===== config.mk =====
export PLATFORM = sky130hd
export DESIGN_NAME = led_pattern_engine_flat
export DESIGN_NICKNAME = d
export VERILOG_FILES = /design/src/rtl/led_pattern_engine_pkg.sv /design/src/rtl/led_pattern_engine_if.sv /design/src/rtl/led_pattern_engine_tick_gen.sv /design/src/rtl/led_pattern_engine.sv /design/src/flat_wrapper.sv
export SDC_FILE = /design/constraint.sdc
export NUM_CORES = 1
export LEC_CHECK = 0
export CAP_MARGIN = 20
export CORE_MARGIN = 5
export CORE_UTILIZATION = 60
export DETAILED_ROUTE_END_ITERATION = 12
export PLACE_DENSITY = 0.81
export SKIP_LAST_GASP = 1
export SLEW_MARGIN = 25
export SYNTH_ARGS = -nofsm -noshare
export SYNTH_HDL_FRONTEND = slang
export SYNTH_HIERARCHICAL = 1
export SYNTH_SLANG_ARGS = --single-unit

===== constraint.sdc =====
create_clock -name CLOCK_50 -period 5.1 [get_ports CLOCK_50]
set_input_delay 1.02 -clock CLOCK_50 [delete_from_list [all_inputs] [get_ports CLOCK_50]]
set_output_delay 1.02 -clock CLOCK_50 [all_outputs]
set_load 0.1 [all_outputs]

===== src/rtl/led_pattern_engine_pkg.sv =====
// Shared constants and helpers for the LED pattern engine: mode/speed codes,
// bounce direction and the step-period calculation.
package led_pattern_pkg;

    typedef enum logic [1:0] {
        MODE_ALT    = 2'd0,
        MODE_CHASE  = 2'd1,
        MODE_BOUNCE = 2'd2,
        MODE_BLINK  = 2'd3
    } mode_e;

    typedef enum logic [1:0] {
        SPEED_QUARTER = 2'd0,
        SPEED_HALF    = 2'd1,
        SPEED_ONE     = 2'd2,
        SPEED_TWO     = 2'd3
    } speed_e;

    typedef enum logic {
        DIR_UP   = 1'b0,
        DIR_DOWN = 1'b1
    } dir_e;

    // Step period in clock cycles: a quarter second doubled per speed code.
    function automatic logic [31:0] period_cycles(input int unsigned clk_hz, input logic [1:0] sel);
        return (32'(clk_hz) / 32'd4) << sel;
    endfunction

endpackage


===== src/rtl/led_pattern_engine_if.sv =====
// Control/status bundle between the board switches and the LED pattern engine.
interface led_pattern_engine_if #(
    parameter int N_LEDS = 18
);
    logic              enable;
    logic              pause;
    logic [1:0]        speed_sel;
    logic [1:0]        mode;
    logic [N_LEDS-1:0] leds;
    logic              step_tick;

    modport master (
        output enable, pause, speed_sel, mode,
        input  leds, step_tick
    );

    modport slave (
        input  enable, pause, speed_sel, mode,
        output leds, step_tick
    );
endinterface


===== src/rtl/led_pattern_engine_tick_gen.sv =====
// Prescaler producing a one-cycle step tick every selected period; a speed
// change or an external clear restarts the count without ticking.
module led_tick_gen
    import led_pattern_pkg::*;
#(
    parameter int CLK_HZ = 50_000_000,
    parameter int CNT_W  = 28
) (
    input  logic       clk,
    input  logic       rst,
    input  logic       enable,
    input  logic       pause,
    input  logic       clear,
    input  logic [1:0] speed_sel,
    output logic       tick
);

    logic [CNT_W-1:0] count_reg;
    logic [CNT_W-1:0] limit;
    logic [1:0]       sel_reg;
    logic             sel_chg;
    logic             at_limit;

    assign limit    = CNT_W'(period_cycles(CLK_HZ, speed_sel) - 32'd1);
    assign sel_chg  = (speed_sel != sel_reg);
    // >= so a count left above a shorter limit still terminates the period
    assign at_limit = (count_reg >= limit);
    assign tick     = enable & ~pause & ~sel_chg & ~clear & at_limit;

    always_ff @(posedge clk or posedge rst) begin
        if (rst) begin
            count_reg <= '0;
            sel_reg   <= 2'd0;
        end else begin
            sel_reg <= speed_sel;
            if (!enable || sel_chg || clear || tick) begin
                count_reg <= '0;
            end else if (!pause) begin
                count_reg <= count_reg + 1'b1;
            end
        end
    end

endmodule


===== src/rtl/led_pattern_engine.sv =====
// LED pattern generator: pattern register, bounce direction, mode-change
// detection and the registered enable gate on the LED outputs.
module led_pattern_engine
    import led_pattern_pkg::*;
#(
    parameter int CLK_HZ = 50_000_000,
    parameter int N_LEDS = 18,
    parameter int CNT_W  = 28
) (
    input  logic                 CLOCK_50,
    input  logic                 reset,
    led_pattern_engine_if.slave  bus
);

    logic [N_LEDS-1:0] pattern_reg;
    logic [N_LEDS-1:0] pattern_next;
    logic [N_LEDS-1:0] leds_reg;
    logic [N_LEDS-1:0] alt_start;
    logic [N_LEDS-1:0] start_pat;
    dir_e              dir_reg;
    dir_e              dir_next;
    mode_e             mode_reg;
    logic              mode_chg;
    logic              tick;

    // Alternating start pattern ..0101 with bit0 lit
    generate
        for (genvar gi = 0; gi < N_LEDS; gi++) begin : g_alt
            assign alt_start[gi] = ((gi % 2) == 0);
        end
    endgenerate

    assign mode_chg = (mode_e'(bus.mode) != mode_reg);

    led_tick_gen #(
        .CLK_HZ (CLK_HZ),
        .CNT_W  (CNT_W)
    ) u_tick_gen (
        .clk       (CLOCK_50),
        .rst       (reset),
        .enable    (bus.enable),
        .pause     (bus.pause),
        .clear     (mode_chg),
        .speed_sel (bus.speed_sel),
        .tick      (tick)
    );

    always_comb begin
        start_pat = alt_start;
        case (mode_e'(bus.mode))
            MODE_ALT:    start_pat = alt_start;
            MODE_CHASE,
            MODE_BOUNCE: start_pat = {{(N_LEDS-1){1'b0}}, 1'b1};
            MODE_BLINK:  start_pat = '1;
            default:     start_pat = alt_start;
        endcase
    end

    always_comb begin
        pattern_next = pattern_reg;
        dir_next     = dir_reg;
        case (mode_reg)
            MODE_ALT,
            MODE_BLINK:  pattern_next = ~pattern_reg;
            MODE_CHASE:  pattern_next = {pattern_reg[N_LEDS-2:0], pattern_reg[N_LEDS-1]};
            MODE_BOUNCE: begin
                // Direction flips on the step that lands on an endpoint
                if (dir_reg == DIR_UP) begin
                    pattern_next = pattern_reg << 1;
                    dir_next     = pattern_next[N_LEDS-1] ? DIR_DOWN : DIR_UP;
                end else begin
                    pattern_next = pattern_reg >> 1;
                    dir_next     = pattern_next[0] ? DIR_UP : DIR_DOWN;
                end
            end
            default: pattern_next = pattern_reg;
        endcase
    end

    always_ff @(posedge CLOCK_50 or posedge reset) begin
        if (reset) begin
            pattern_reg <= alt_start;
            dir_reg     <= DIR_UP;
            mode_reg    <= MODE_ALT;
            leds_reg    <= '0;
        end else begin
            mode_reg <= mode_e'(bus.mode);
            leds_reg <= bus.enable ? pattern_reg : '0;
            if (!bus.enable || mode_chg) begin
                pattern_reg <= start_pat;
                dir_reg     <= DIR_UP;
            end else if (tick) begin
                pattern_reg <= pattern_next;
                dir_reg     <= dir_next;
            end
        end
    end

    assign bus.leds      = leds_reg;
    assign bus.step_tick = tick;

endmodule


===== src/flat_wrapper.sv =====
// flat-port wrapper written by rule: the top's interface ports become plain ports
module led_pattern_engine_flat import led_pattern_pkg::*;
#(
    parameter int CLK_HZ = 50_000_000,
    parameter int N_LEDS = 18,
    parameter int CNT_W  = 28
)
  (CLOCK_50, reset, bus_enable, bus_pause, bus_speed_sel, bus_mode, bus_leds, bus_step_tick);
  led_pattern_engine_if #(.N_LEDS(N_LEDS)) bus_i ();
  input  logic CLOCK_50;
  input  logic reset;
  input wire logic [$bits(bus_i.enable)-1:0] bus_enable;
  input wire logic [$bits(bus_i.pause)-1:0] bus_pause;
  input wire logic [$bits(bus_i.speed_sel)-1:0] bus_speed_sel;
  input wire logic [$bits(bus_i.mode)-1:0] bus_mode;
  output wire logic [$bits(bus_i.leds)-1:0] bus_leds;
  output wire logic [$bits(bus_i.step_tick)-1:0] bus_step_tick;
  assign bus_i.enable = bus_enable;
  assign bus_i.pause = bus_pause;
  assign bus_i.speed_sel = bus_speed_sel;
  assign bus_i.mode = bus_mode;
  assign bus_leds = bus_i.leds;
  assign bus_step_tick = bus_i.step_tick;
  led_pattern_engine #(.CLK_HZ(CLK_HZ), .N_LEDS(N_LEDS), .CNT_W(CNT_W)) u_core (.CLOCK_50(CLOCK_50), .reset(reset), .bus(bus_i));
endmodule

# ---- Yosys cells after proc, flatten, opt, wreduce, memory -nomap -nowiden
# Cells that the tools add are included.
dict set report classes {
  n_reduce_logical 12
  n_shift 1
  bitwise_logic 8
  addsub 2
  n_mux 14
  magnitude_cmp 1
  eq_ne 9
}
# cell n
set ops {}
lappend ops {{one-hot mux 18 bit (3 select lines)} 2}
lappend ops {{2-to-1 mux 18 bit} 4}
lappend ops {{2-to-1 mux 28 bit} 2}
lappend ops {{adder 28 x 1 -> 28 bit, second input constant} 1}
lappend ops {{>= comparator 28 bit} 1}
lappend ops {{left shift 24 x 2 -> 28 bit, first input constant} 1}
lappend ops {{subtractor 28 x 1 -> 28 bit, second input constant} 1}
lappend ops {{inverter 18 bit} 1}
lappend ops {{== test 2 bit, second input constant} 4}
lappend ops {{2-to-1 mux 1 bit} 6}
lappend ops {{bitwise AND 1 bit} 4}
lappend ops {{== test 2 x 1 -> 1 bit, second input constant} 2}
lappend ops {{zero test 2 bit} 2}
lappend ops {{logical OR 1 bit} 4}
lappend ops {{!= test 2 bit} 2}
lappend ops {{nonzero test 2 bit} 2}
lappend ops {{OR reduction 2 bit} 2}
lappend ops {{inverter 1 bit} 3}
lappend ops {{!= test 2 x 1 -> 1 bit, second input constant} 1}
lappend ops {{AND reduction 2 bit} 1}
lappend ops {{zero test 1 bit} 1}
dict set report totals {
  out_inout_bits 19
  input_bits 8
  register_bits 69
  word_cells 53
}

# ---- Longest topological paths before layout
# Gate-level depths: netlist (run 1).
dict set report logic_depth {
  word_depth 7
  depth_mapped 19
  ltp_nobuf 16
}

# ---- Cells and area by module
# Netlist (run 1), hierarchy kept.
# mod seq_area_each_um2 area_each_um2 instances cells_per_inst
set modules_own_cells {}
lappend modules_own_cells {led_tick_gen 750.7 2275.9 1 248}
lappend modules_own_cells {led_pattern_engine 987.2 1860.5 1 176}

# ---- Worst setup path before layout (run 1)
# Ideal clock, no wire load.
dict set report synth_path {
  kind {input to output}
  start {in bus_speed_sel[1]}
  end {out bus_step_tick}
  path_slack_ns -0.401
  required_ns 4.080
  t_arrival_ns 4.481
  path_stages 11
  path_buffers 1
  path_cell_list {buf_2 -> or2_2 -> ha_1 -> ha_1 -> nand2_1 -> o31ai_1 -> a221oi_2 -> nor3_1 -> o21ai_2 -> a21oi_4 -> nor2b_1}
}
dict set report synth_via {
  elab_chain_cells 5
  elab_cells_between_ends 8
  classes_between {add/sub (1); order compare (1); eq/ne (1); shift (1); bitwise (4)}
}
# item line_no
set synth_rtl {}
lappend synth_rtl {{start, declared} flat_wrapper.sv:14} ;# input wire logic [$bits(bus_i.speed_sel)-1:0] bus_speed_sel;
lappend synth_rtl {{parallel branches: the longest is 4 deep, another holds subtractor 28 x 1 -> 28 bit} -}
lappend synth_rtl {{bitwise AND 1 bit *} led_pattern_engine_tick_gen.sv:28} ;# assign tick = enable & ~pause & ~sel_chg & ~clear & at_limit;
lappend synth_rtl {{end, declared} flat_wrapper.sv:17} ;# output wire logic [$bits(bus_i.step_tick)-1:0] bus_step_tick;
# Every way passes the cells marked *.

# ---- Worst setup path after layout (run 1)
# Ends and elaborated chain as after synthesis.

==> flow_metrics.tcl, run 1 <==
set metrics [dict create \
    synth-async-reset-ratio_pct 100.0 \
    worstSetupStartpointType "input port" \
    drive_above_1_share_pct 15.56 \
    cts.path.max_buffers 2 \
    postSynthCellCount 424 \
    min_period_ns 4.900 \
    final_common_cell "dfrtp_1" \
    use_met1_pct 31.04 \
    regArea_sq_um 1738 \
    layout_common_cells "dfrtp_1 (60), nand2_1 (43), and2_1 (26), clkdlybuf4s50_1 (25), ha_1 (25)" \
    holdBufCountCts 0 \
    postPlaceCellArea_sq_um 4441 \
    die_area_sq_um 8655 \
    hold_depth 1 \
    r2r-start "u_core/u_tick_gen/count_reg[27]$_DFFE_PP0P_" \
    ys_types 54 \
    avgViaCountPerCell 6.168 \
    busiest_layer "met2" \
    routed_wl_um 9025 \
    cts_resized 0 \
    cp_max_fo 7 \
    drc_errors 0 \
    min_to "u_core/bus.leds[0]$_DFF_PP0_" \
    crit_arrival_ns 3.88 \
    r2r_setup_slack_ns 1.72 \
    fin_setup_tns_ns 0 \
    worstReg2RegEnd "u_core/pattern_reg[7]$_DFFE_PP0P_" \
    post_cts_buffers 0 \
    grt_overflow 0 \
    criticalPathCategory "in -> out" \
    grt_usage_pct 22.48 \
    postRouteAntennaNets 0 \
    ys.warnings.count 6 \
    hold_path.class "reg -> reg" \
    grt_pass1_vias 3258 \
    crit_slowest_cell "clkdlybuf4s50_1" \
    antenna_cells 0 \
    vias 3269 \
    clock-sinks 69 \
    largest_reg_flops 28 \
    fp.dieW_um 93.03 \
    coreArea_sq_um 6756 \
    dp_hpwl_um 6007 \
    worstHoldStart "u_core/pattern_reg[0]$_DFFE_PP1P_" \
    die-height_um 93.03 \
    initialDrtViolationCount 286 \
    ys.flop_type "dfrtp_1" \
    status "completed" \
    crit_top_cell "ha_1" \
    fin_hold_ws_ns 0.5617 \
    pin_count 27 \
    cts_tree "done" \
    final_area_sq_um 4673 \
    synth-edff-count 0 \
    skew_ns 0.008105 \
    wire_per_inst_um 17.03 \
    met3_usage_pct 4.505 \
    worstPathRequired_ns 4.08 \
    vdd_drop_max_mv 0.2325 \
    powerDensity_nw_per_um2 282.7 \
    worstMarginPinSlew_ns 0.9767 \
    met2_usage_pct 35.33 \
    antenna_found_initial 0 \
    cts.clk_slew.worst_paths_ns 0.08 \
    gp_congestion 0.8596 \
    initial_utilization_pct 61.22 \
    nNetsFinal 478 \
    cts-buffers-inserted 9 \
    grt_max_degree 40 \
    r2r_cells 11 \
    relSlewSlack_pct 34.68 \
    grt_setup_unrepaired "no" \
    cap_viol_max_count 0 \
    insertion_delay_ns 0.34 \
    syn_to_final_growth_pct 12.98 \
    syn_avg_cell_area_sq_um 9.756 \
    finalHoldViolCount 0 \
    synth_seq_area_share_pct 42.01 \
    endpoint_kind "output port" \
    setup_violations 0 \
    grt_pass1_wl_um 15560 \
    synth-seq-cells 69 \
    cts_root_buf "clkbuf_8" \
    path_cells "clkdlybuf4s50_1 -> or2_2 -> ha_1 -> ha_1 -> nand2_1 -> o31ai_1 -> a221oi_2 -> nor3_1 -> o21ai_2 -> a21oi_4 -> nor2b_2 -> buf_12" \
    multi_input_area_sq_um 2176 \
    syn_area_sq_um 4136 \
    total_power_mw 1.321 \
    leakage_nw 1.950 \
    slowest_delay_ns 0.54 \
    fin_crit_sh_pct 96.07 \
    drv_slew 0 \
    htree_levels 3 \
    num-fill-cells 502 \
    max_freq_mhz 204.1 \
    num_rows 30 \
    io_buffers 26 \
    firstDrtPassIters 5 \
]
## worst max-delay path by stage
stage	start	endpoint	slack (ns)	cells past startpoint
6_report	bus_speed_sel[1]	bus_step_tick	0.20	12
5_1_grt	bus_speed_sel[1]	bus_step_tick	0.03	12
4_1_cts	bus_speed_sel[1]	bus_step_tick	0.20	12
3_5_place_dp	bus_speed_sel[1]	u_core/pattern_reg[9]$_DFFE_PP0P_	0.11	15
3_3_place_gp	bus_speed_sel[1]	u_core/pattern_reg[17]$_DFFE_PP0P_	0.25	15
2_1_floorplan	bus_speed_sel[1]	bus_step_tick	0.17	11
## metal layers
| layer | up-vias | routed length (um) |
|---|---|---|
| met5 | - | 0 |
| met4 | 0 | 116 |
| met3 | 16 | 594 |
| met2 | 117 | 4225 |
| met1 | 1582 | 4089 |
| li1 | 1554 | - |
## logic make-up (layout without fill, tap and decap cells)
logic type                 Yosys count  in the layout  share of synthesized area, %
buffers and inverters               45             70                         5.535
adders and majority gates           25             25                         7.562
muxes                                5              5                         1.361
xor gates and xnor gates            23             23                         4.870
DFF                                 69             69                         42.01
AOI/OAI and AO/OA                   95             95                         16.09
other                                2              3                        0.1816
and+or+nand+nor                    160            160                         22.38
## area by class of cell
cell class / instances / area share, %
flip-flops and latches: 69 / 37.19
repair buffers: 39 / 7.871
multi-input cells: 311 / 46.56
clock buffers: 11 / 3.240
well taps: 80 / 2.142
inverters: 15 / 1.258
clock inverters: 5 / 1.740
## critical path, delay by kind of cell
kind | cells | cell delay [ns]
fa+ha+maj | 2 | 0.58
compound gates | 4 | 0.59
simple gates | 4 | 0.94
buf+inv | 2 | 0.75
## power by group
group          switching (mW)  total, mW  internal (mW)
Sequential             0.0267      0.607          0.580
Clock                   0.214      0.517          0.303
Combinational           0.141      0.198         0.0570
## metrics by stage
step / util, % / std cells / setup WS, ns
final: 69.17 / 530 / 0.2003
after global routing: 69.17 / 530 / 0.02890
after CTS: 69.17 / 530 / 0.1952
after detailed placement: 65.72 / 514 / 0.1109
after global placement: 65.72 / 514 / 0.2521
after floorplan: - / 425 / 0.1717
## synth_stat cells (all sizes together), types with 4 or more instances
cell | count | area share [%]
a21oi | 20 | 2.7
a221oi | 17 | 3.8
and2 | 26 | 3.9
and3 | 4 | 0.60
buf | 18 | 3.0
clkbuf | 12 | 1.1
dfrtp | 60 | 36
dfstp | 9 | 5.7
ha | 25 | 7.6
inv | 15 | 1.4
mux2 | 5 | 1.4
nand2 | 45 | 4.2
nand2b | 4 | 0.60
nand3 | 16 | 1.9
nand4 | 9 | 1.4
nor2 | 10 | 0.97
nor2b | 6 | 1.1
nor3 | 24 | 4.2
nor4 | 4 | 0.97
o211ai | 7 | 1.3
o21ai | 24 | 3.0
o31ai | 17 | 3.1
xnor2 | 8 | 1.7
xor2 | 15 | 3.2
No activity file was read; power rests on OpenSTA's default activity.
==> run 2: changes to the inputs <==
--- a/config.mk
+++ b/config.mk
@@ -5,11 +5,13 @@
 export SDC_FILE = /design/constraint.sdc
 export NUM_CORES = 1
 export LEC_CHECK = 0
+export ABC_AREA = 1
 export CAP_MARGIN = 20
 export CORE_MARGIN = 5
-export CORE_UTILIZATION = 60
+export CORE_UTILIZATION = 62
+export CTS_BUF_LIST = sky130_fd_sc_hd__clkbuf_2 sky130_fd_sc_hd__clkbuf_4 sky130_fd_sc_hd__clkbuf_8
 export DETAILED_ROUTE_END_ITERATION = 12
-export PLACE_DENSITY = 0.81
+export PLACE_DENSITY = 0.82
 export SKIP_LAST_GASP = 1
 export SLEW_MARGIN = 25
 export SYNTH_ARGS = -nofsm -noshare
==> run 2 against run 1 <==
  * Sequential cell count unchanged
  * Largest cell class unchanged
  * Synthesized cell count increased by 48%
  * Die area increased by 9.2%
  * Highest routed layer unchanged
  * Design area increased by 11%
  * Critical path depth increased by 2
  * Worst hold slack got worse by 0.052 ns
  * Sequential power about the same
  * Non-clock buffer count decreased by 9
  * Count of clock-buffer cells in the layout decreased by 1
  * First-iteration DRC count decreased by 24%
  * Worst setup slack improved by 0.38 ns
==> flow_metrics.tcl, run 2 <==
set metrics [dict create \
    pre_cts_slack_ns 0.6051 \
    cts_tree "done" \
    vias 4085 \
    final_common_cell "nand2_1" \
    coreArea_sq_um 7331 \
    total_power_mw 1.286 \
    powerDensity_nw_per_um2 247.5 \
    drv_slew 0 \
    insertion_delay_ns 0.35 \
    die-height_um 97.23 \
    path_buf_inv 4 \
    layout_common_cells "nand2_1 (183), inv_1 (83), nand3_1 (70), dfrtp_1 (60), a21oi_1 (26)" \
    num_rows 31 \
    ys.flop_type "dfrtp_1" \
    drc_errors 0 \
    cts.path.max_buffers 2 \
    setup_ws_ns 0.5763 \
    seqPwrFrac_pct 46.9 \
    largest_reg_flops 28 \
    synth.most_common_cell "nand2_1" \
    yosys-top-cells-count "nand2_1 (183), inv_1 (83), nand3_1 (70)" \
    crit_arrival_ns 3.50 \
    skew_ns 0.007823 \
    pin_count 27 \
    cp_max_fo 10 \
    vdd_drop_max_mv 0.1445 \
    post_cts_buffers 0 \
    ys_top_cells_by_area "dfrtp_1 (32%), nand2_1 (15%), nand3_1 (7.4%)" \
    p_sw_share_pct 32.03 \
    worstPathRequired_ns 4.08 \
    grt_setup_unrepaired "no" \
    endpoint_kind "output port" \
    avgViaCountPerCell 5.454 \
    ys_types 40 \
    initial_utilization_pct 64.35 \
    min_period_ns 4.524 \
    hold_path.class "reg -> reg" \
    drive_above_1_share_pct 13.69 \
    grt_pass1_wl_um 18000 \
    holdBufCountCts 0 \
    p_comb_share_pct 18.5 \
    crit_slowest_cell "clkdlybuf4s50_1" \
    initialDrtViolationCount 218 \
    ys.warnings.count 6 \
    synth_seq_area_share_pct 36.84 \
    cts_resized 0 \
    relSlewSlack_pct 35.00 \
    fin_crit_sh_pct 88.70 \
    crit_top_cell "nand3_1" \
    fin_setup_tns_ns 0 \
    criticalPathCategory "in -> out" \
    grt_usage_pct 22.76 \
    syn_avg_cell_area_sq_um 7.535 \
    nNetsFinal 678 \
    critPathTopFamily "buffers and inverters" \
    antenna_cells 0 \
    die_area_sq_um 9453 \
    worstSetupStartpointType "input port" \
    cts_root_buf "clkbuf_8" \
    grt_max_degree 40 \
    path_cells "clkdlybuf4s50_1 -> nor2_1 -> inv_1 -> ha_1 -> ha_1 -> nand2_1 -> nor2_1 -> nand3_1 -> nand3_1 -> nand3_1 -> nand3_1 -> nand2_2 -> inv_1 -> buf_12" \
    final_area_sq_um 5196 \
    max_freq_mhz 221.1 \
    synth_top_area_cell "dfrtp_1" \
    p_switching_mw 0.4119 \
    cap_viol_max_count 0 \
    routed_wl_um 10210 \
    postSynthCellCount 626 \
    htree_levels 3 \
    synth-seq-cells 69 \
    clock-sinks 69 \
    leakage_nw 2.727 \
    firstDrtPassIters 4 \
    postPlaceCellArea_sq_um 4999 \
    synth-edff-count 0 \
    power_frac_clock_pct 34.6 \
    cts-buffers-inserted 9 \
    syn_to_final_growth_pct 10.16 \
    antenna_found_initial 0 \
    synth_top_area_share_pct 31.83 \
    status "completed" \
    grt_pass1_vias 4018 \
    postRouteAntennaNets 0 \
    dp_hpwl_um 7171 \
    worstMarginPinSlew_ns 0.9719 \
    setup_violations 0 \
    finalHoldViolCount 0 \
    grt_overflow 0 \
    cts.clk_slew.worst_paths_ns 0.08 \
    gp_congestion 0.9329 \
    fp.dieW_um 97.23 \
    slowest_delay_ns 0.62 \
    p_int_mw 0.8742 \
    num-fill-cells 594 \
    fin_cells 749 \
    io_buffers 26 \
    placed_cells 733 \
    synth-async-reset-ratio_pct 100.0 \
    wire_per_inst_um 13.63 \
    syn_area_sq_um 4717 \
]
## run 2: cell count changes after synthesis, moves of 9 or more
cell	change
a21boi_0	+15
a221oi_1	-16
and2_1	-26
inv_1	+69
nand2_1	+140
nand2_2	+11
nand3_1	+54
nor2_1	+15
nor2_2	+14
nor3_1	-11
nor3_2	-9
o21ai_0	-17
o31ai_1	-17
## run 2: final timing paths
| kind | start | to | slack (ns) | cells after the start |
|---|---|---|---|---|
| setup reg to reg | u_core/mode_reg[1]$_DFF_PP0_ | u_core/pattern_reg[3]$_DFFE_PP0P_ | 2.46 | 15 |
| hold reg to reg | u_core/pattern_reg[8]$_DFFE_PP1P_ | u_core/bus.leds[8]$_DFF_PP0_ | 0.51 | 2 |
| hold / removal | u_core/pattern_reg[8]$_DFFE_PP1P_ | u_core/bus.leds[8]$_DFF_PP0_ | 0.51 | 2 |
| max in group asynchronous | reset | u_core/pattern_reg[4]$_DFFE_PP1P_ | 3.60 | 3 |
| min in group asynchronous | reset | u_core/u_tick_gen/count_reg[26]$_DFFE_PP0P_ | 1.12 | 3 |
| setup / recovery | bus_speed_sel[0] | bus_step_tick | 0.58 | 14 |
## run 2: final cells by class
class,instances,area [sq um],area share (%)
Tap cell,99,123.9,2.384
Sequential cell,69,1738,33.45
Clock buffer,10,131.4,2.528
Clock inverter,6,63.81,1.228
Multi-Input combinational cell,443,2492,47.97
Timing Repair Buffer,30,300.3,5.779
Inverter,92,346.6,6.670
## run 2: worst min-delay path, stage by stage, from the launching register on
cell	delay (ns)
dfstp_2	0.39
nand2_1	0.06
inv_1	0.03
## run 2: power groups by stage
stage / Combinational, mW / Clock [mW] / Sequential, mW
finish: 0.238 / 0.445 / 0.604
global route: 0.261 / 0.486 / 0.607
CTS: 0.239 / 0.456 / 0.603
detailed placement: 0.238 / 0 / 0.614
global placement: 0.232 / 0 / 0.613
floorplan: 0.115 / 0 / 0.679
## run 2: cells by family (layout without fill, tap and decap cells)
group / Yosys count / after routing / share of synthesized area, %
fa+ha+maj: 25 / 25 / 6.631
simple gates: 345 / 345 / 35.86
other cells: 2 / 3 / 0.1592
flops: 69 / 69 / 36.84
compound gates: 50 / 50 / 6.340
buf+inv: 115 / 138 / 10.45
xor+xnor: 20 / 20 / 3.714
## run 2: routing by layer
metal	up-vias	GRT usage, %	part of all wire, %
met1	1936	27.82	42
met2	116	38.64	51
met5	-	0	0
met4	0	10.33	2.4
met3	25	4.666	4.6
li1	2008	-	-
## run 2: stage by stage
step | utilization [%] | hold WS, ns
global route | 70.88 | 0.5296
finish | 70.88 | 0.5096
global placement | 68.19 | 0.4935
detailed placement | 68.19 | 0.4994
CTS | 70.85 | 0.5114
floorplan | - | 0.4777
==> RTL edit 1, RTL diff (settings of run 1) <==
`CNT_W` is set to 28 in 3 places; all go to 56.
--- a/src/rtl/led_pattern_engine_tick_gen.sv
+++ b/src/rtl/led_pattern_engine_tick_gen.sv
@@ -4,7 +4,7 @@
     import led_pattern_pkg::*;
 #(
     parameter int CLK_HZ = 50_000_000,
-    parameter int CNT_W  = 28
+    parameter int CNT_W  = 56
 ) (
     input  logic       clk,
     input  logic       rst,
--- a/src/rtl/led_pattern_engine.sv
+++ b/src/rtl/led_pattern_engine.sv
@@ -5,7 +5,7 @@
 #(
     parameter int CLK_HZ = 50_000_000,
     parameter int N_LEDS = 18,
-    parameter int CNT_W  = 28
+    parameter int CNT_W  = 56
 ) (
     input  logic                 CLOCK_50,
     input  logic                 reset,
--- a/src/flat_wrapper.sv
+++ b/src/flat_wrapper.sv
@@ -3,7 +3,7 @@
 #(
     parameter int CLK_HZ = 50_000_000,
     parameter int N_LEDS = 18,
-    parameter int CNT_W  = 28
+    parameter int CNT_W  = 56
 )
   (CLOCK_50, reset, bus_enable, bus_pause, bus_speed_sel, bus_mode, bus_leds, bus_step_tick);
   led_pattern_engine_if #(.N_LEDS(N_LEDS)) bus_i ();
Behaviour: no difference found for any inputs over 10 cycles, from zero or initial values and one cycle with reset high; that may be too few to reach the edited logic, so the function may still have changed.
==> RTL edit 1 against run 1 <==
Power up 18%. Area after synthesis up 30%. Final area up 26%. Hold slack worse by 61 ps. Worst setup slack better by 110 ps. Sequential cell count up 28. Routed wire length up 30%. Fmax up 2.2%. Cell count up 32%. Clock power up 4.1%.
==> RTL edit 1: results (changes against run 1) <==
\begin{tabular}{lr}
\hline
Metric & Value \\
\hline
\multicolumn{2}{l}{\textbf{Critical path}} \\
Data arrival time at the worst-slack endpoint & 3770 ps (-110 ps) \\
Terminus of the critical flop-to-flop path & u\_core/pattern\_reg[13]\$\_DFFE\_PP0P\_ \\
Launching point of the worst reg2reg path & u\_core/u\_tick\_gen/count\_reg[12]\$\_DFFE\_PP0P\_ \\
CP Launch Point & bus\_speed\_sel[0] \\
Crit path largest cell delay & 590 ps (+50 ps) \\
\multicolumn{2}{l}{\textbf{Worst hold path}} \\
Capture endpoint of the worst hold path & u\_core/u\_tick\_gen/count\_reg[55]\$\_DFFE\_PP0P\_ \\
\multicolumn{2}{l}{\textbf{Synthesis}} \\
Share of synthesized area spent on multiplexers & 0.0105 (-0.00315) \\
Area share of fa/ha/maj cells after synthesis & 0.0558 (-0.0198) \\
Post-Synth XOR/XNOR Area & 0.0765 (+0.0278) \\
Synth top area cells & sky130\_fd\_sc\_hd\_\_dfrtp\_1 (41\%), sky130\_fd\_sc\_hd\_\_ha\_1 (5.6\%), sky130\_fd\_sc\_hd\_\_dfstp\_2 (4.4\%), sky130\_fd\_sc\_hd\_\_xnor2\_1 (4.4\%), sky130\_fd\_sc\_hd\_\_nor3\_1 (3.6\%) \\
\multicolumn{2}{l}{\textbf{Power and ir drop}} \\
Max VDD drop & 0.000129 V (-44\%) \\
Leak Pwr & 2.36 nW (+21\%) \\
Portion of total power attributed to sequential cells & 0.530 (+0.071) \\
Power spent charging and discharging nets & 0.000469 W (+23\%) \\
\multicolumn{2}{l}{\textbf{Layout}} \\
Number of flip-flops under the largest register name & 56 (+100\%) \\
Net count of the finished layout & 616 (+29\%) \\
Growth of design area from synthesis to finish & 9.53\% \\
\multicolumn{2}{l}{\textbf{Clock tree}} \\
Clock network latency to the later pin of the worst-skew pair & 370 ps (+30 ps) \\
\multicolumn{2}{l}{\textbf{Global route}} \\
Vias in the first global route & 4233 (+30\%) \\
Gr usage total & 0.222 (-0.00318) \\
Wire length of the first global-routing pass & 20600 um (+33\%) \\
Met3 layer usage reported by global route & 0.0543 (+0.00920) \\
\multicolumn{2}{l}{\textbf{Place}} \\
DP Wirelength & 7810 um (+30\%) \\
Placer congestion estimate & 0.867 (+0.83\%) \\
Worst setup timing slack at the placement stage & 249 ps (+138 ps) \\
\multicolumn{2}{l}{\textbf{Drt}} \\
Avg Vias per Cell & 6.30 (+2.2\%) \\
\multicolumn{2}{l}{\textbf{Status}} \\
Run status & finished, final reports clean \\
\multicolumn{2}{l}{\textbf{STA}} \\
Actual transition at the worst max-transition pin & 984 ps (+7.01 ps) \\
\hline
\end{tabular}
[RTL edit 1: cell count changes in the layout (fill, tap and decap cells not counted), moves of 5 or more]
cell                       change
sky130_fd_sc_hd__dfrtp_1      +28
sky130_fd_sc_hd__nor2_1       +27
sky130_fd_sc_hd__nor3_1       +26
sky130_fd_sc_hd__xnor2_1      +19
sky130_fd_sc_hd__nand3_1      +13
sky130_fd_sc_hd__nand4_1      +12
sky130_fd_sc_hd__inv_1        +11
sky130_fd_sc_hd__nor3_2       -11
sky130_fd_sc_hd__nor4_1        +8
sky130_fd_sc_hd__and4_1        +7
sky130_fd_sc_hd__a31oi_1       +6
sky130_fd_sc_hd__o211ai_1      -5
sky130_fd_sc_hd__xor2_1        +5
[RTL edit 1: area by class of cell]
type,instances,share of cell area
Tap cell,108,0.0229
Sequential cell,97,0.414
Timing Repair Buffer,35,0.0573
Inverter,27,0.0176
Clock buffer,9,0.0210
Clock inverter,7,0.0146
Multi-Input combinational cell,414,0.453
==> RTL edit 2, RTL diff (config.mk and constraints of run 1) <==
Without the edit above. `CLK_HZ` is set to 50_000_000 in 3 places; all go to 37_500_000.
--- a/src/rtl/led_pattern_engine_tick_gen.sv
+++ b/src/rtl/led_pattern_engine_tick_gen.sv
@@ -3,7 +3,7 @@
 module led_tick_gen
     import led_pattern_pkg::*;
 #(
-    parameter int CLK_HZ = 50_000_000,
+    parameter int CLK_HZ = 37_500_000,
     parameter int CNT_W  = 28
 ) (
     input  logic       clk,
--- a/src/rtl/led_pattern_engine.sv
+++ b/src/rtl/led_pattern_engine.sv
@@ -3,7 +3,7 @@
 module led_pattern_engine
     import led_pattern_pkg::*;
 #(
-    parameter int CLK_HZ = 50_000_000,
+    parameter int CLK_HZ = 37_500_000,
     parameter int N_LEDS = 18,
     parameter int CNT_W  = 28
 ) (
--- a/src/flat_wrapper.sv
+++ b/src/flat_wrapper.sv
@@ -1,7 +1,7 @@
 // flat-port wrapper written by rule: the top's interface ports become plain ports
 module led_pattern_engine_flat import led_pattern_pkg::*;
 #(
-    parameter int CLK_HZ = 50_000_000,
+    parameter int CLK_HZ = 37_500_000,
     parameter int N_LEDS = 18,
     parameter int CNT_W  = 28
 )
Formal check against the unedited RTL: no difference found for any inputs over 10 cycles, from zero or initial values and one cycle with reset high; that may be too few to reach the edited logic, so the function may still have changed.
==> RTL edit 2 against run 1 <==
Combinational power grew 7%. Routed wire length grew 8.8%. Sequential cell count is the same. Non-clock buffer count increased by 7. Worst setup slack improved by 63 ps. Final area up 5.5%. Sequential power barely moved. Hold slack lost 30 ps. Utilization grew 2.6 points. Area after synthesis increased by 3.2%. Power shrank 0.45%. Synthesized cell count increased by 5.7%. Largest cell class unchanged. Largest power group unchanged.
==> RTL edit 2: results (changes against run 1) <==
\begin{tabular}{lr}
\hline
Metric & Value \\
\hline
\multicolumn{2}{l}{\textbf{Status}} \\
Run status & finished, final reports clean \\
\multicolumn{2}{l}{\textbf{Clock tree}} \\
Clock H-tree levels & 3 (unchanged) \\
Maximum count of clock buffers along a single path & 2 (unchanged) \\
\multicolumn{2}{l}{\textbf{Global route}} \\
Maximum number of pins on one net before global-route repair & 40 (unchanged) \\
Gr usage total & 0.237 (+0.0120) \\
Number of antenna violations at the first check in global routing & 0 (unchanged) \\
Wire length of the first global-routing pass & 16800 um (+8.2\%) \\
\multicolumn{2}{l}{\textbf{Synthesis}} \\
Commonest cells in the synthesized netlist & sky130\_fd\_sc\_hd\_\_dfrtp\_1 (60), sky130\_fd\_sc\_hd\_\_nand2\_1 (49), sky130\_fd\_sc\_hd\_\_ha\_1 (38), sky130\_fd\_sc\_hd\_\_and2\_1 (23), sky130\_fd\_sc\_hd\_\_nand4\_1 (22) \\
Netlist cell types & 50 (-7.4\%) \\
Synth top area cells & sky130\_fd\_sc\_hd\_\_dfrtp\_1 (35\%), sky130\_fd\_sc\_hd\_\_ha\_1 (11\%), sky130\_fd\_sc\_hd\_\_dfstp\_2 (5.5\%), sky130\_fd\_sc\_hd\_\_nand2\_1 (4.3\%), sky130\_fd\_sc\_hd\_\_and2\_1 (3.4\%) \\
Yosys synthesis warning count & 6 (unchanged) \\
Mean Syn Cell Area & 9.53 sq um (-2.4\%) \\
Proportion of synthesized chip area in sequential cells & 0.407 (-0.0129) \\
\multicolumn{2}{l}{\textbf{Place}} \\
Placer congestion estimate & 0.939 (+9.2\%) \\
Worst setup timing slack at the placement stage & -133 ps (-244 ps) \\
Cell total after placement & 564 (+9.7\%) \\
DP Wirelength & 6760 um (+12\%) \\
Input/output buffers & 26 (unchanged) \\
\multicolumn{2}{l}{\textbf{Critical path}} \\
Crit path largest cell delay & 540 ps (about the same) \\
Critical path's slowest cell & sky130\_fd\_sc\_hd\_\_or4\_4 \\
Crit-path max FO & 6 (-1) \\
Data arrival time at the worst-slack endpoint & 3820 ps (-60 ps) \\
\multicolumn{2}{l}{\textbf{STA}} \\
Setup skew after layout & 9.68 ps (+1.57 ps) \\
Remaining max-slew budget at the tightest pin & 0.338 (-0.00903) \\
\multicolumn{2}{l}{\textbf{Power and ir drop}} \\
Max VDD drop & 0.000190 V (-18\%) \\
Power spent charging and discharging nets & 0.000385 W (+1.0\%) \\
Leak Pwr & 2.15 nW (+10\%) \\
\multicolumn{2}{l}{\textbf{Layout}} \\
Number of flip-flops under the largest register name & 28 (unchanged) \\
Net count of the finished layout & 525 (+9.8\%) \\
Layout cell share with drive strength beyond 1 & 0.134 (-0.0213) \\
\multicolumn{2}{l}{\textbf{Drt}} \\
Avg WL per Cell & 16.9 um (-0.77\%) \\
Total wire length & 9820 um (+8.8\%) \\
Count of routing violations after the opening detailed-route iteration & 225 (-21\%) \\
Total via count after detailed routing & 3618 (+11\%) \\
Number of detailed-routing iterations run before antenna repair & 4 (-1) \\
\hline
\end{tabular}
## RTL edit 2: changes by cell type after synthesis, sizes merged, moves of 4 or more
cell,run 1,this run
a21oi,20,16
a31oi,2,9
buf,18,14
ha,25,38
nand2,45,50
nand4,9,23
nor2,10,14
nor2b,6,2
## RTL edit 2: final timing paths
check,depth (start not counted),endpoint,slack [ps],start
min reg2reg,2,u_core/pattern_reg[0]$_DFFE_PP1P_,530,u_core/pattern_reg[0]$_DFFE_PP1P_
min,2,u_core/pattern_reg[0]$_DFFE_PP1P_,530,u_core/pattern_reg[0]$_DFFE_PP1P_
max,14,bus_step_tick,260,bus_speed_sel[1]
max in group asynchronous,3,u_core/pattern_reg[2]$_DFFE_PP1P_,3620,reset
min in group asynchronous,3,u_core/u_tick_gen/count_reg[7]$_DFFE_PP0P_,1090,reset
max reg2reg,12,u_core/pattern_reg[10]$_DFFE_PP1P_,1740,u_core/u_tick_gen/count_reg[22]$_DFFE_PP0P_
## RTL edit 2: kinds of logic (layout without fill, tap and decap cells)
family                     after synthesis  after routing  synth area share
AOI/OAI and AO/OA                       95             95             0.150
xor gates and xnor gates                21             21            0.0431
adders and majority gates               38             38             0.111
buffers and inverters                   43             78            0.0466
DFF                                     69             69             0.407
muxes                                    5              5            0.0132
other                                    2              4           0.00176
and+or+nand+nor                        175            175             0.227
## RTL edit 2: routing by layer
layer  wire (um)  vias to the layer above  global-route usage
met2        4960                      103               0.384
met4         199                        0               0.106
met5           0                        -                   0
met3         467                       20              0.0518
met1        4190                     1796               0.304
li1            -                     1699                   -
## RTL edit 2: repair_timing
item	in CTS	in global routing
hold buffers	0	0
setup endpoints to repair	1	1
pin swaps	0	1
resized for setup	6	3
## RTL edit 2: area by class of cell
class                   count  area, sq um
diodes                      1         2.50
clock buffers              10          138
clock inverters             6         86.3
fillers                   514         1940
inverters                  16         62.6
multi-input cells         337         2360
flip-flops and latches     69         1740
well taps                  96          120
repair buffers             46          422
## RTL edit 2: stage by stage
step,hold slack (ps),instance area (sq um)
after detailed placement,522,4680
after CTS,533,4910
after floorplan,490,4270
after global routing,559,4930
after global placement,525,4680
final,531,4930
## RTL edit 2: tightest hold or removal path, stage by stage (launching register included)
cell and delay, ps:
sky130_fd_sc_hd__dfstp_2 390, sky130_fd_sc_hd__inv_1 60, sky130_fd_sc_hd__o21ai_0 80
## RTL edit 2: power groups by stage
stage	combinational [W]	clock, W	sequential (W)
after floorplan	0.0000798	0	0.000682
after global placement	0.000206	0	0.000615
after detailed placement	0.000211	0	0.000615
after CTS	0.000212	0.000507	0.000606
after global routing	0.000227	0.000534	0.000610
final	0.000211	0.000498	0.000607
